--- src/rtl/pic16_alu.sv ---
// ============================================================================
// pic16_alu : 8-bit PIC16-style ALU with the working register W.
// Revision  : 1.0 - initial release
// ============================================================================
`default_nettype none

module pic16_alu (
  input  logic       CLK,
  input  logic       nRST,
  input  logic [4:0] CB,
  input  logic       WE,
  input  logic [2:0] B,
  input  logic [7:0] FI,
  output logic [7:0] FO,
  input  logic       CI,
  output logic       CO,
  output logic       DC,
  output logic       Z
);

  logic [7:0] w_q;
  logic [7:0] w_d;

  logic [8:0] w_add;
  logic [4:0] w_add_lo;
  logic [7:0] w_sub;
  logic [7:0] w_mask;

  assign w_add    = {1'b0, FI} + {1'b0, w_q};
  assign w_add_lo = {1'b0, FI[3:0]} + {1'b0, w_q[3:0]};
  assign w_sub    = FI - w_q;
  assign w_mask   = 8'h01 << B;

  always_comb begin
    FO = 8'h00;
    CO = 1'b0;
    DC = 1'b0;
    Z  = 1'b0;
    if (CB[4]) begin
      // Bit ops: Z reports the tested bit inverted, independent of FO.
      case (CB[3:2])
        2'b00:   FO = FI & ~w_mask;
        2'b01:   FO = FI | w_mask;
        default: FO = FI;
      endcase
      Z = ~|(FI & w_mask);
    end else begin
      case (CB[3:0])
        4'b0000: FO = w_q;
        4'b0001: FO = 8'h00;
        4'b0010: begin
          FO = w_sub;
          CO = (FI >= w_q);
          DC = (FI[3:0] >= w_q[3:0]);
        end
        4'b0011: FO = FI - 8'd1;
        4'b0100: FO = FI | w_q;
        4'b0101: FO = FI & w_q;
        4'b0110: FO = FI ^ w_q;
        4'b0111: begin
          FO = w_add[7:0];
          CO = w_add[8];
          DC = w_add_lo[4];
        end
        4'b1000: FO = FI;
        4'b1001: FO = ~FI;
        4'b1010: FO = FI + 8'd1;
        4'b1011: FO = FI - 8'd1;
        4'b1100: begin
          FO = {CI, FI[7:1]};
          CO = FI[0];
        end
        4'b1101: begin
          FO = {FI[6:0], CI};
          CO = FI[7];
        end
        4'b1110: FO = {FI[3:0], FI[7:4]};
        default: FO = FI + 8'd1;
      endcase
      Z = (FO == 8'h00);
    end
  end

  always_comb begin
    w_d = w_q;
    if (WE) w_d = FO;
  end

  always_ff @(posedge CLK) begin
    if (!nRST) w_q <= 8'h00;
    else       w_q <= w_d;
  end

endmodule

`default_nettype wire

--- config.mk ---
export PLATFORM = sky130hd
export DESIGN_NAME = pic16_alu
export DESIGN_NICKNAME = d
export VERILOG_FILES = /design/src/rtl/pic16_alu.sv
export SDC_FILE = /design/constraint.sdc
export NUM_CORES = 1
export LEC_CHECK = 0
export ABC_AREA = 1
export BUFFER_PORTS_ARGS = -buffer_cell sky130_fd_sc_hd__buf_2
export CAP_MARGIN = 20
export CORE_UTILIZATION = 35
export CTS_CLUSTER_SIZE = 10
export DETAILED_ROUTE_END_ITERATION = 8
export MAX_ROUTING_LAYER = met4
export PLACE_DENSITY = 0.63
export SETUP_SLACK_MARGIN = 0.02
export SYNTH_ARGS = -nofsm -noshare
export SYNTH_HDL_FRONTEND = slang
export SYNTH_SLANG_ARGS = --single-unit
--- constraint.sdc ---
create_clock -name CLK -period 2.79 [get_ports CLK]
set_input_delay 0.279 -clock CLK [delete_from_list [all_inputs] [get_ports CLK]]
set_output_delay 0.279 -clock CLK [all_outputs]
set_load 0.03 [all_outputs]
==> impl_metrics.xml, run 1 <==
<?xml version="1.0" encoding="UTF-8"?>
<metrics>
  <group name="critical_path">
    <metric name="critPathRequiredTime" unit="ns">2.51</metric>
    <metric name="critPathCaptureType" unit="">output port</metric>
    <metric name="critPathMaxFanout" unit="">8</metric>
    <metric name="crit_arrival" unit="ns">2.33</metric>
    <metric name="worstSetupPathType" unit="">reg -&gt; out</metric>
    <metric name="critical_path.startpoint_type" unit="">flip-flop</metric>
  </group>
  <group name="power">
    <metric name="leakage" unit="µW">0.00171</metric>
    <metric name="power_density" unit="mW/mm²">273</metric>
    <metric name="vdd_ir_drop_max" unit="V">0.000156</metric>
  </group>
  <group name="synthesis">
    <metric name="synth.ff_latch_count" unit="">8</metric>
    <metric name="synth_area_leaders" unit="">sky130_fd_sc_hd__nand2_1 (23%), sky130_fd_sc_hd__ha_1 (14%), sky130_fd_sc_hd__nand3_1 (10%), sky130_fd_sc_hd__inv_1 (9.7%), sky130_fd_sc_hd__nor2_1 (7.3%)</metric>
    <metric name="netlist.top_cell.by_area" unit="">sky130_fd_sc_hd__nand2_1</metric>
    <metric name="async_reset_ff_share" unit="%">0</metric>
    <metric name="synth-seq-area-share" unit="%">5.98</metric>
    <metric name="synth_area_per_cell" unit="µm²">5.28</metric>
    <metric name="ys.flop_type" unit="">sky130_fd_sc_hd__dfxtp_1</metric>
    <metric name="synth_cell_type_count" unit="">35</metric>
    <metric name="synth.cell_area" unit="mm²">0.00268</metric>
    <metric name="post_synth_inst_count" unit="">507</metric>
    <metric name="synth_edf_count" unit="">0</metric>
    <metric name="yosys_warnings" unit="">0</metric>
    <metric name="syn-num-nets" unit="">560</metric>
    <metric name="synth.top_cell.area_share" unit="%">23.3</metric>
  </group>
  <group name="detailed_routing">
    <metric name="wl" unit="µm">10200</metric>
    <metric name="firstDrtPassIters" unit="">5</metric>
    <metric name="detail_route.wl_per_cell" unit="µm">15.7</metric>
    <metric name="vias" unit="">3456</metric>
    <metric name="drcViolationCount" unit="">0</metric>
    <metric name="via_per_inst" unit="">5.33</metric>
    <metric name="ant_nets" unit="">0</metric>
    <metric name="drtIter0Drc" unit="">284</metric>
  </group>
  <group name="sta">
    <metric name="fin_skew" unit="ns">0.00131</metric>
    <metric name="clock.fmax" unit="MHz">383</metric>
    <metric name="layout_worst_path_cycle_share" unit="%">93.5</metric>
    <metric name="worst_relative_slew_slack" unit="%">73.9</metric>
    <metric name="setup_tns" unit="ns">0</metric>
    <metric name="rsz0062_at_grt" unit="">no</metric>
    <metric name="finalSetupViolCount" unit="">0</metric>
    <metric name="worst_slew_pin_slew" unit="ns">0.390</metric>
    <metric name="timing.final.hold_violations" unit="">0</metric>
    <metric name="post-route-min-period" unit="ns">2.61</metric>
    <metric name="report.final.slew_viol_count" unit="">0</metric>
  </group>
  <group name="cts">
    <metric name="tritoncts" unit="">built</metric>
    <metric name="path_clk_slew" unit="ns">0.04</metric>
    <metric name="number_of_sinks_handled_by_clock_tree_synthesis" unit="">8</metric>
    <metric name="clkLatencyLatePin" unit="ns">0.23</metric>
    <metric name="cts_htree_levels" unit="">1</metric>
    <metric name="number_of_buffers_created_by_cts" unit="">3</metric>
    <metric name="clockRootBuffer" unit="">sky130_fd_sc_hd__clkbuf_8</metric>
    <metric name="cts_buffer_depth" unit="">2</metric>
    <metric name="cts_hold_buf" unit="">0</metric>
  </group>
  <group name="final_layout">
    <metric name="layout.cells.most_common_list" unit="">sky130_fd_sc_hd__nand2_1 (165), sky130_fd_sc_hd__inv_1 (68), sky130_fd_sc_hd__nand3_1 (54)</metric>
    <metric name="max_ffs_per_register" unit="">8</metric>
    <metric name="insertedDiodeCount" unit="">0</metric>
    <metric name="final_cell_count_no_fill" unit="">649</metric>
    <metric name="layout-drive-gt1-share" unit="%">17.1</metric>
    <metric name="nets" unit="">605</metric>
    <metric name="final-seq-area" unit="µm²">163</metric>
    <metric name="layout.cells.most_common" unit="">sky130_fd_sc_hd__nand2_1</metric>
    <metric name="nFillCells" unit="">798</metric>
    <metric name="top_register" unit="">w_q</metric>
    <metric name="multi_input_gate_area" unit="mm²">0.00226</metric>
    <metric name="flow.area_growth_from_synthesis" unit="%">19.1</metric>
    <metric name="fin_util" unit="%">43.5</metric>
    <metric name="largest_registers" unit="">w_q: 8 flops</metric>
  </group>
  <group name="global_routing">
    <metric name="grt.total_usage" unit="%">26.9</metric>
    <metric name="maximum_number_of_pins_on_one_net_before_global_route_repair" unit="">12</metric>
    <metric name="grt_pass1_vias" unit="">3040</metric>
    <metric name="grt-ovfl-total" unit="">0</metric>
    <metric name="initial_antenna_violation_count" unit="">0</metric>
    <metric name="grt_pass1_wl" unit="µm">15800</metric>
  </group>
  <group name="floorplan">
    <metric name="die_w" unit="µm">89.5</metric>
    <metric name="number_of_placed_i_o_pins" unit="">31</metric>
    <metric name="start_util" unit="%">36.5</metric>
    <metric name="coreArea" unit="mm²">0.00733</metric>
    <metric name="die_height" unit="µm">89.5</metric>
    <metric name="placement_rows" unit="">31</metric>
    <metric name="die_area" unit="mm²">0.00801</metric>
  </group>
  <group name="run">
    <metric name="cap_violations" unit="">0</metric>
  </group>
  <group name="run_status">
    <metric name="outcome" unit="">complete, no violations</metric>
  </group>
  <group name="placement">
    <metric name="port_buffers" unit="">30</metric>
    <metric name="post-place-cells" unit="">645</metric>
    <metric name="gpl.final_weighted_congestion" unit="">1.01</metric>
    <metric name="dpl.hpwl" unit="µm">8280</metric>
  </group>
  <group name="min_path">
    <metric name="worst_hold_path_type" unit="">in -&gt; reg</metric>
  </group>
</metrics>
## metal layers
layer	vias to the layer above	track usage, %	share of wire [%]
met3	31	1.39	6.7
met2	157	43.7	45
met5	-	-	0
met4	0	8.08	3.0
li1	1721	-	-
met1	1547	36.1	45
## final timing paths
check | depth (start not counted) | start | endpoint | slack, ns
worst max register to register | 12 | w_q[1]$_SDFFE_PN0P_ | w_q[3]$_SDFFE_PN0P_ | 0.75
worst min-delay path | 3 | nRST | w_q[7]$_SDFFE_PN0P_ | 0.32
worst max-delay path | 13 | w_q[3]$_SDFFE_PN0P_ | Z | 0.18
worst min register to register | 2 | w_q[7]$_SDFFE_PN0P_ | w_q[7]$_SDFFE_PN0P_ | 0.57
## per-stage QoR
step | total power, µW | hold slack, ns | instance area, µm² | setup WS, ns
6_report | 871 | 0.316 | 3190 | 0.182
5_1_grt | 938 | 0.330 | 3190 | 0.0266
4_1_cts | 829 | 0.324 | 3090 | 0.0360
3_5_place_dp | 683 | 0.561 | 3040 | 0.110
3_3_place_gp | 681 | 0.562 | 3040 | 0.154
2_1_floorplan | 499 | 0.417 | 2680 | 0.502
## worst max-delay path, stage by stage, from the launching register on
cell and delay [ns]:
sky130_fd_sc_hd__dfxtp_1 0.35, sky130_fd_sc_hd__inv_1 0.11, sky130_fd_sc_hd__ha_4 0.35, sky130_fd_sc_hd__inv_1 0.10, sky130_fd_sc_hd__a21oi_2 0.17, sky130_fd_sc_hd__nand3_1 0.09
sky130_fd_sc_hd__nand3_1 0.11, sky130_fd_sc_hd__nand4_1 0.19, sky130_fd_sc_hd__nor2_2 0.17, sky130_fd_sc_hd__nand2_1 0.06, sky130_fd_sc_hd__nor2_1 0.08, sky130_fd_sc_hd__nand3_1 0.07
sky130_fd_sc_hd__nand2_1 0.06, sky130_fd_sc_hd__clkbuf_4 0.18
## power breakdown
group,leakage [µW],internal [µW],switching [µW]
combinational,0.00162,203,387
sequential,0.0000671,125,10.3
clock,0.0000216,94.0,50.9
total,0.00171,422,448
## logic make-up after synthesis
kind of cell	count (synthesis)	share of synthesized area, %
flip-flops	8	5.98
adder cells (fa/ha/maj)	33	16.3
XOR/XNOR	3	0.981
buffers and inverters	88	12.8
AO/OA/AOI/OAI	61	12.8
AND/OR/NAND/NOR	314	51.1
## repair_timing
item,CTS,global route
endpoints found under the hold margin,0,0
endpoints found under the setup margin,2,5
buffers inserted,0,1
gates resized for setup,3,24
pin swaps,0,3
## synthesized netlist by cell type (all sizes together), types with 3 or more instances
cell type,instances
nor3,7
o211ai,4
nand3,55
inv,78
nor2,61
dfxtp,8
nand4,13
clkbuf,3
nand2,168
a21oi,24
buf,7
a31oi,3
nand3b,5
ha,30
fa,3
o21ai,22
## area by class of cell
cell class              count  area share, %
inverters                  78           9.25
well taps                  99           3.88
clock buffers               3           1.29
multi-input cells         411           71.0
flip-flops and latches      8           5.10
repair buffers             50           9.49
(Power assumes the default switching activity.)
==> run 2: changes to the inputs <==
--- a/config.mk
+++ b/config.mk
@@ -6,13 +6,13 @@
 export NUM_CORES = 1
 export LEC_CHECK = 0
 export ABC_AREA = 1
-export BUFFER_PORTS_ARGS = -buffer_cell sky130_fd_sc_hd__buf_2
 export CAP_MARGIN = 20
 export CORE_UTILIZATION = 35
 export CTS_CLUSTER_SIZE = 10
 export DETAILED_ROUTE_END_ITERATION = 8
+export DONT_BUFFER_PORTS = 1
 export MAX_ROUTING_LAYER = met4
-export PLACE_DENSITY = 0.63
+export PLACE_DENSITY = 0.6
 export SETUP_SLACK_MARGIN = 0.02
 export SYNTH_ARGS = -nofsm -noshare
 export SYNTH_HDL_FRONTEND = slang
==> run 2 against run 1 <==
- flip-flop and latch count stayed put
- maximum frequency is 2.7% lower
- sequential power hardly changed
- combinational power is 18% lower
- non-clock buffer count is 41 lower
- via count is 5.1% lower
- clock-buffer cell count stayed put
- final cell count is 6.3% lower
- setup slack worse by 0.071 ns
- first-iteration DRC count is 6.3% lower
- register-to-register slack worse by 0.30 ns
- critical path depth stayed put
- largest cell class unchanged
- largest power group unchanged
- highest routed layer unchanged
==> impl_metrics.xml, run 2 (synthesized netlist as in run 1, its figures left out) <==
<?xml version="1.0" encoding="UTF-8"?>
<metrics>
  <group name="sta">
    <metric name="post-route-min-period" unit="ns">2.68</metric>
    <metric name="layout_worst_path_cycle_share" unit="%">96.0</metric>
    <metric name="clock.fmax" unit="MHz">373</metric>
    <metric name="worst_slew_pin_slew" unit="ns">0.477</metric>
    <metric name="setup_tns" unit="ns">0</metric>
    <metric name="report.final.slew_viol_count" unit="">0</metric>
    <metric name="holdWs" unit="ns">0.138</metric>
    <metric name="rsz0062_at_grt" unit="">no</metric>
    <metric name="fin_skew" unit="ns">0.00471</metric>
    <metric name="timing.final.hold_violations" unit="">0</metric>
    <metric name="worst_relative_slew_slack" unit="%">68.1</metric>
    <metric name="finalSetupViolCount" unit="">0</metric>
  </group>
  <group name="final_layout">
    <metric name="top_register" unit="">w_q</metric>
    <metric name="layout-drive-gt1-share" unit="%">9.04</metric>
    <metric name="flow.area_growth_from_synthesis" unit="%">8.27</metric>
    <metric name="layout.cells.most_common_list" unit="">sky130_fd_sc_hd__nand2_1 (165), sky130_fd_sc_hd__inv_1 (69), sky130_fd_sc_hd__nand3_1 (54)</metric>
    <metric name="final_cell_count_no_fill" unit="">608</metric>
    <metric name="nets" unit="">564</metric>
    <metric name="largest_registers" unit="">w_q: 8 flops</metric>
    <metric name="layout.cells.most_common" unit="">sky130_fd_sc_hd__nand2_1</metric>
    <metric name="fin_util" unit="%">39.6</metric>
    <metric name="max_ffs_per_register" unit="">8</metric>
    <metric name="nFillCells" unit="">832</metric>
    <metric name="insertedDiodeCount" unit="">0</metric>
  </group>
  <group name="critical_path">
    <metric name="critical_path.cell_chain" unit="">ha_1, fa_2, nor2_1, nor2_1, nand2_1, nand2_1, nor2_2, nand4_1, nor2_1, nand2_1, nor2_1, nand3_1, nand2_4</metric>
    <metric name="worst_r2r_path_depth" unit="">11</metric>
    <metric name="path_delay_family" unit="">simple AND/OR/NAND/NOR gates</metric>
    <metric name="cpMostUsedCell" unit="">sky130_fd_sc_hd__nor2_1</metric>
    <metric name="crit_arrival" unit="ns">2.40</metric>
    <metric name="critPathRequiredTime" unit="ns">2.51</metric>
    <metric name="timing.critical_path.buf_inv" unit="">0</metric>
    <metric name="cpPeakStageDelay" unit="ns">0.38</metric>
    <metric name="number_of_gates_on_the_worst_path_with_buffers_counted" unit="">13</metric>
    <metric name="critPathCaptureType" unit="">output port</metric>
    <metric name="crit_slowest_cell" unit="">sky130_fd_sc_hd__fa_2</metric>
    <metric name="worstSetupPathType" unit="">reg -&gt; out</metric>
    <metric name="critPathMaxFanout" unit="">3</metric>
    <metric name="critical_path.startpoint_type" unit="">flip-flop</metric>
  </group>
  <group name="min_path">
    <metric name="worst_hold_path_type" unit="">in -&gt; reg</metric>
    <metric name="min_path_cells" unit="">1</metric>
  </group>
  <group name="detailed_routing">
    <metric name="detail_route.wl_per_cell" unit="µm">16.4</metric>
    <metric name="highest-signal-layer" unit="">met4</metric>
    <metric name="vias" unit="">3279</metric>
    <metric name="wl" unit="µm">9980</metric>
    <metric name="drtIter0Drc" unit="">266</metric>
    <metric name="wirelength_met1" unit="µm">4470</metric>
    <metric name="dr_wl_met3" unit="µm">777</metric>
    <metric name="firstDrtPassIters" unit="">5</metric>
    <metric name="drcViolationCount" unit="">0</metric>
    <metric name="met2_length" unit="µm">4440</metric>
    <metric name="via_per_inst" unit="">5.39</metric>
    <metric name="ant_nets" unit="">0</metric>
  </group>
  <group name="global_routing">
    <metric name="grt-ovfl-total" unit="">0</metric>
    <metric name="grt_pass1_wl" unit="µm">15800</metric>
    <metric name="grt.total_usage" unit="%">27.3</metric>
    <metric name="maximum_number_of_pins_on_one_net_before_global_route_repair" unit="">12</metric>
    <metric name="grt_pass1_vias" unit="">3005</metric>
    <metric name="initial_antenna_violation_count" unit="">0</metric>
  </group>
  <group name="power">
    <metric name="power_density" unit="mW/mm²">265</metric>
    <metric name="vdd_ir_drop_max" unit="V">0.000186</metric>
    <metric name="leakage" unit="µW">0.00153</metric>
  </group>
  <group name="cts">
    <metric name="cts_buffer_depth" unit="">2</metric>
    <metric name="cts_hold_buf" unit="">0</metric>
    <metric name="clockRootBuffer" unit="">sky130_fd_sc_hd__clkbuf_8</metric>
    <metric name="cts_htree_levels" unit="">1</metric>
    <metric name="clkLatencyLatePin" unit="ns">0.24</metric>
    <metric name="number_of_buffers_created_by_cts" unit="">3</metric>
    <metric name="postCtsSetupRepairBufs" unit="">0</metric>
    <metric name="number_of_sinks_handled_by_clock_tree_synthesis" unit="">8</metric>
    <metric name="path_clk_slew" unit="ns">0.05</metric>
    <metric name="tritoncts" unit="">built</metric>
  </group>
  <group name="placement">
    <metric name="dpl.hpwl" unit="µm">7980</metric>
    <metric name="port_buffers" unit="">0</metric>
    <metric name="gpl.final_weighted_congestion" unit="">0.975</metric>
    <metric name="post-place-cells" unit="">605</metric>
  </group>
  <group name="floorplan">
    <metric name="die_area" unit="mm²">0.00801</metric>
    <metric name="die_w" unit="µm">89.5</metric>
    <metric name="number_of_placed_i_o_pins" unit="">31</metric>
    <metric name="placement_rows" unit="">31</metric>
    <metric name="coreArea" unit="mm²">0.00733</metric>
    <metric name="die_height" unit="µm">89.5</metric>
    <metric name="start_util" unit="%">36.5</metric>
  </group>
  <group name="run_status">
    <metric name="outcome" unit="">complete, no violations</metric>
  </group>
  <group name="run">
    <metric name="cap_violations" unit="">0</metric>
  </group>
</metrics>
[run 2: cell types whose count changed in the layout (fill, tap and decap cells not counted), moves of 2 or more]
cell / change
sky130_fd_sc_hd__ha_1: +6
sky130_fd_sc_hd__ha_2: -2
sky130_fd_sc_hd__buf_2: -29
sky130_fd_sc_hd__buf_4: -11
sky130_fd_sc_hd__ha_4: -4
[run 2: path summary, 6_finish.rpt]
check                        end           startpoint  slack [ns]
max                            Z  w_q[0]$_SDFFE_PN0P_        0.11
min reg2reg  w_q[7]$_SDFFE_PN0P_  w_q[7]$_SDFFE_PN0P_        0.59
min          w_q[7]$_SDFFE_PN0P_                   WE        0.14
max reg2reg  w_q[3]$_SDFFE_PN0P_  w_q[2]$_SDFFE_PN0P_        0.45
[run 2: timing repair]
action | in CTS | in global routing
endpoints found under the setup margin | 0 | 4
hold endpoints to repair | 0 | 0
gates resized for setup | 0 | 15
[run 2: report_power, final]
part           internal (µW)  total [µW]  switching [µW]
combinational            154         486             332
clock                   94.3         148            53.9
sequential               125         134            9.76
total                    373         769             396
[run 2: final cells by class]
| cell class | instances | area, µm² | area share, % |
|---|---|---|---|
| tap | 99 | 124 | 4.27 |
| clock buffer | 3 | 41.3 | 1.42 |
| inverter | 78 | 293 | 10.1 |
| sequential | 8 | 165 | 5.69 |
| timing repair buffer | 9 | 67.6 | 2.33 |
| multi-input combinational | 411 | 2210 | 76.2 |
[run 2: per-layer routing]
metal,vias to the layer above,GRT usage [%]
li1,1635,-
met1,1474,36.0
met2,146,42.9
met3,24,2.59
met4,0,10.5
met5,-,-
[run 2: per-stage QoR]
stage | total power (µW) | worst slack [ns] | area [µm²]
2_1_floorplan | 499 | 0.502 | 2680
3_3_place_gp | 604 | 0.266 | 2820
3_5_place_dp | 602 | 0.258 | 2820
4_1_cts | 750 | 0.0543 | 2860
5_1_grt | 829 | 0.0180 | 2900
6_report | 769 | 0.111 | 2900
==> run 3: changes to the inputs <==
--- a/config.mk
+++ b/config.mk
@@ -7,12 +7,14 @@
 export LEC_CHECK = 0
 export ABC_AREA = 1
 export CAP_MARGIN = 20
+export CELL_PAD_IN_SITES_DETAIL_PLACEMENT = 0
+export CELL_PAD_IN_SITES_GLOBAL_PLACEMENT = 1
 export CORE_UTILIZATION = 35
 export CTS_CLUSTER_SIZE = 10
 export DETAILED_ROUTE_END_ITERATION = 8
 export DONT_BUFFER_PORTS = 1
 export MAX_ROUTING_LAYER = met4
-export PLACE_DENSITY = 0.6
+export PLACE_DENSITY = 0.79
 export SETUP_SLACK_MARGIN = 0.02
 export SYNTH_ARGS = -nofsm -noshare
 export SYNTH_HDL_FRONTEND = slang
==> run 3 against run 2 <==
- maximum frequency rose by 2.2%
- final cell count fell by 0.33%
- die area did not move
- register-to-register slack improved by 0.16 ns
- via count barely moved
- largest cell class unchanged
==> impl_metrics.xml, run 3 (synthesized netlist as in run 1, its figures left out) <==
<?xml version="1.0" encoding="UTF-8"?>
<metrics>
  <group name="run_status">
    <metric name="outcome" unit="">complete, no violations</metric>
  </group>
  <group name="critical_path">
    <metric name="critPathMaxFanout" unit="">3</metric>
    <metric name="critPathRequiredTime" unit="ns">2.51</metric>
    <metric name="reg2reg_slack" unit="ns">0.61</metric>
    <metric name="worst_r2r_path_depth" unit="">10</metric>
    <metric name="regToRegStartpoint" unit="">w_q[0]$_SDFFE_PN0P_</metric>
    <metric name="crit_arrival" unit="ns">2.34</metric>
    <metric name="r2r-end" unit="">w_q[1]$_SDFFE_PN0P_</metric>
    <metric name="critPathCaptureType" unit="">output port</metric>
    <metric name="worstSetupPathType" unit="">reg -&gt; out</metric>
    <metric name="critical_path.startpoint_type" unit="">flip-flop</metric>
  </group>
  <group name="sta">
    <metric name="final.setup.worst_slack" unit="ns">0.169</metric>
    <metric name="fin_skew" unit="ns">0.00362</metric>
    <metric name="setup_tns" unit="ns">0</metric>
    <metric name="worst_relative_slew_slack" unit="%">66.5</metric>
    <metric name="finalSetupViolCount" unit="">0</metric>
    <metric name="holdWs" unit="ns">0.133</metric>
    <metric name="report.final.slew_viol_count" unit="">0</metric>
    <metric name="clock.fmax" unit="MHz">382</metric>
    <metric name="post-route-min-period" unit="ns">2.62</metric>
    <metric name="timing.final.hold_violations" unit="">0</metric>
    <metric name="worst_slew_pin_slew" unit="ns">0.501</metric>
    <metric name="layout_worst_path_cycle_share" unit="%">93.9</metric>
    <metric name="rsz0062_at_grt" unit="">no</metric>
  </group>
  <group name="cts">
    <metric name="tritoncts" unit="">built</metric>
    <metric name="path_clk_slew" unit="ns">0.05</metric>
    <metric name="number_of_buffers_created_by_cts" unit="">3</metric>
    <metric name="cts_hold_buf" unit="">0</metric>
    <metric name="clockRootBuffer" unit="">sky130_fd_sc_hd__clkbuf_8</metric>
    <metric name="number_of_sinks_handled_by_clock_tree_synthesis" unit="">8</metric>
    <metric name="clkLatencyLatePin" unit="ns">0.24</metric>
    <metric name="cts_repair_resize_count" unit="">0</metric>
    <metric name="postCtsSetupRepairBufs" unit="">0</metric>
    <metric name="cts_buffer_depth" unit="">2</metric>
    <metric name="cts_htree_levels" unit="">1</metric>
  </group>
  <group name="power">
    <metric name="power.sequential.fraction" unit="%">17.2</metric>
    <metric name="p_comb_share" unit="%">63.2</metric>
    <metric name="leakage" unit="µW">0.00153</metric>
    <metric name="power.share.clock" unit="%">19.7</metric>
    <metric name="power_report.internal_total" unit="µW">378</metric>
    <metric name="switching_power" unit="µW">403</metric>
    <metric name="power_density" unit="mW/mm²">269</metric>
    <metric name="netSwitchingFraction" unit="%">51.6</metric>
    <metric name="vdd_ir_drop_max" unit="V">0.000130</metric>
  </group>
  <group name="final_layout">
    <metric name="layout-drive-gt1-share" unit="%">8.09</metric>
    <metric name="nFillCells" unit="">832</metric>
    <metric name="nets" unit="">562</metric>
    <metric name="final-seq-area" unit="µm²">161</metric>
    <metric name="flow.area_growth_from_synthesis" unit="%">8.55</metric>
    <metric name="largest_registers" unit="">w_q: 8 flops</metric>
    <metric name="max_ffs_per_register" unit="">8</metric>
    <metric name="multi_input_gate_area" unit="mm²">0.00224</metric>
    <metric name="insertedDiodeCount" unit="">0</metric>
    <metric name="layout.cells.most_common" unit="">sky130_fd_sc_hd__nand2_1</metric>
    <metric name="top_register" unit="">w_q</metric>
    <metric name="layout.cells.most_common_list" unit="">sky130_fd_sc_hd__nand2_1 (165), sky130_fd_sc_hd__inv_1 (69), sky130_fd_sc_hd__nand3_1 (54)</metric>
  </group>
  <group name="global_routing">
    <metric name="grt-ovfl-total" unit="">0</metric>
    <metric name="grt.total_usage" unit="%">27.1</metric>
    <metric name="grt_pass1_vias" unit="">2959</metric>
    <metric name="maximum_number_of_pins_on_one_net_before_global_route_repair" unit="">12</metric>
    <metric name="initial_antenna_violation_count" unit="">0</metric>
    <metric name="grt_pass1_wl" unit="µm">15600</metric>
  </group>
  <group name="min_path">
    <metric name="min_path_cells" unit="">1</metric>
    <metric name="hold_start" unit="">WE</metric>
    <metric name="end_point_of_the_most_critical_hold_path" unit="">w_q[2]$_SDFFE_PN0P_</metric>
    <metric name="worst_hold_path_type" unit="">in -&gt; reg</metric>
  </group>
  <group name="placement">
    <metric name="port_buffers" unit="">0</metric>
    <metric name="dpl.hpwl" unit="µm">8060</metric>
    <metric name="post_place_setup_slack" unit="ns">0.219</metric>
    <metric name="gpl.final_weighted_congestion" unit="">0.938</metric>
  </group>
  <group name="floorplan">
    <metric name="placement_rows" unit="">31</metric>
    <metric name="number_of_placed_i_o_pins" unit="">31</metric>
    <metric name="start_util" unit="%">36.5</metric>
    <metric name="coreArea" unit="mm²">0.00733</metric>
    <metric name="die_height" unit="µm">89.5</metric>
    <metric name="die_area" unit="mm²">0.00801</metric>
    <metric name="die_w" unit="µm">89.5</metric>
  </group>
  <group name="detailed_routing">
    <metric name="drcViolationCount" unit="">0</metric>
    <metric name="firstDrtPassIters" unit="">5</metric>
    <metric name="ant_nets" unit="">0</metric>
    <metric name="drtIter0Drc" unit="">228</metric>
    <metric name="detail_route.wl_per_cell" unit="µm">16.4</metric>
    <metric name="wl" unit="µm">9930</metric>
    <metric name="vias" unit="">3282</metric>
    <metric name="via_per_inst" unit="">5.42</metric>
  </group>
  <group name="run">
    <metric name="cap_violations" unit="">0</metric>
  </group>
</metrics>
-- run 3: how the worst max path moves through the flow --
stage | slack (ns) | from | cells after the start | to
floorplan | 0.50 | CB[2] | 15 | Z
global placement | 0.22 | CB[0] | 15 | Z
detailed placement | 0.22 | CB[0] | 14 | Z
CTS | 0.04 | w_q[2]$_SDFFE_PN0P_ | 13 | Z
global route | 0.03 | CB[0] | 15 | Z
finish | 0.17 | w_q[0]$_SDFFE_PN0P_ | 13 | Z
-- run 3: metrics by stage --
stage	utilization, %	cell area (µm²)	std cells	power (µW)
after global routing	39.7	2910	606	847
final	39.7	2910	606	781
after floorplan	-	2680	507	499
after CTS	38.8	2850	606	752
after detailed placement	38.2	2800	603	599
after global placement	38.2	2800	603	598
-- run 3: layout make-up --
class                   count  share of cell area [%]
clock buffers               3                    1.42
inverters                  78                    10.1
multi-input cells         411                    76.9
flip-flops and latches      8                    5.55
well taps                  99                    4.26
repair buffers              7                    1.81
-- run 3: worst max-delay path, stage by stage (launching register included) --
cell and delay (ns):
sky130_fd_sc_hd__dfxtp_1 0.38, sky130_fd_sc_hd__ha_1 0.18, sky130_fd_sc_hd__inv_1 0.07, sky130_fd_sc_hd__fa_1 0.41
sky130_fd_sc_hd__xnor2_1 0.15, sky130_fd_sc_hd__nand2_1 0.08, sky130_fd_sc_hd__nand2_1 0.06, sky130_fd_sc_hd__nor2_1 0.10
sky130_fd_sc_hd__nand4_1 0.12, sky130_fd_sc_hd__nor2_1 0.12, sky130_fd_sc_hd__nand2_1 0.07, sky130_fd_sc_hd__nor2_1 0.10
sky130_fd_sc_hd__nand3_1 0.13, sky130_fd_sc_hd__nand2_4 0.13
-- run 3: routing by layer --
metal / vias to the layer above / GRT usage, % / share of wire (%)
met4: 0 / 9.24 / 3.2
met1: 1497 / 35.7 / 47
met2: 125 / 42.3 / 44
met3: 25 / 3.97 / 6.0
li1: 1635 / - / -
met5: - / - / 0
-- run 3: power by group through the flow --
stage          combinational [µW]  clock, µW  sequential (µW)
3_5_place_dp                  463          0              136
3_3_place_gp                  463          0              135
2_1_floorplan                 366          0              133
5_1_grt                       552        159              135
4_1_cts                       465        153              133
6_report                      493        154              134
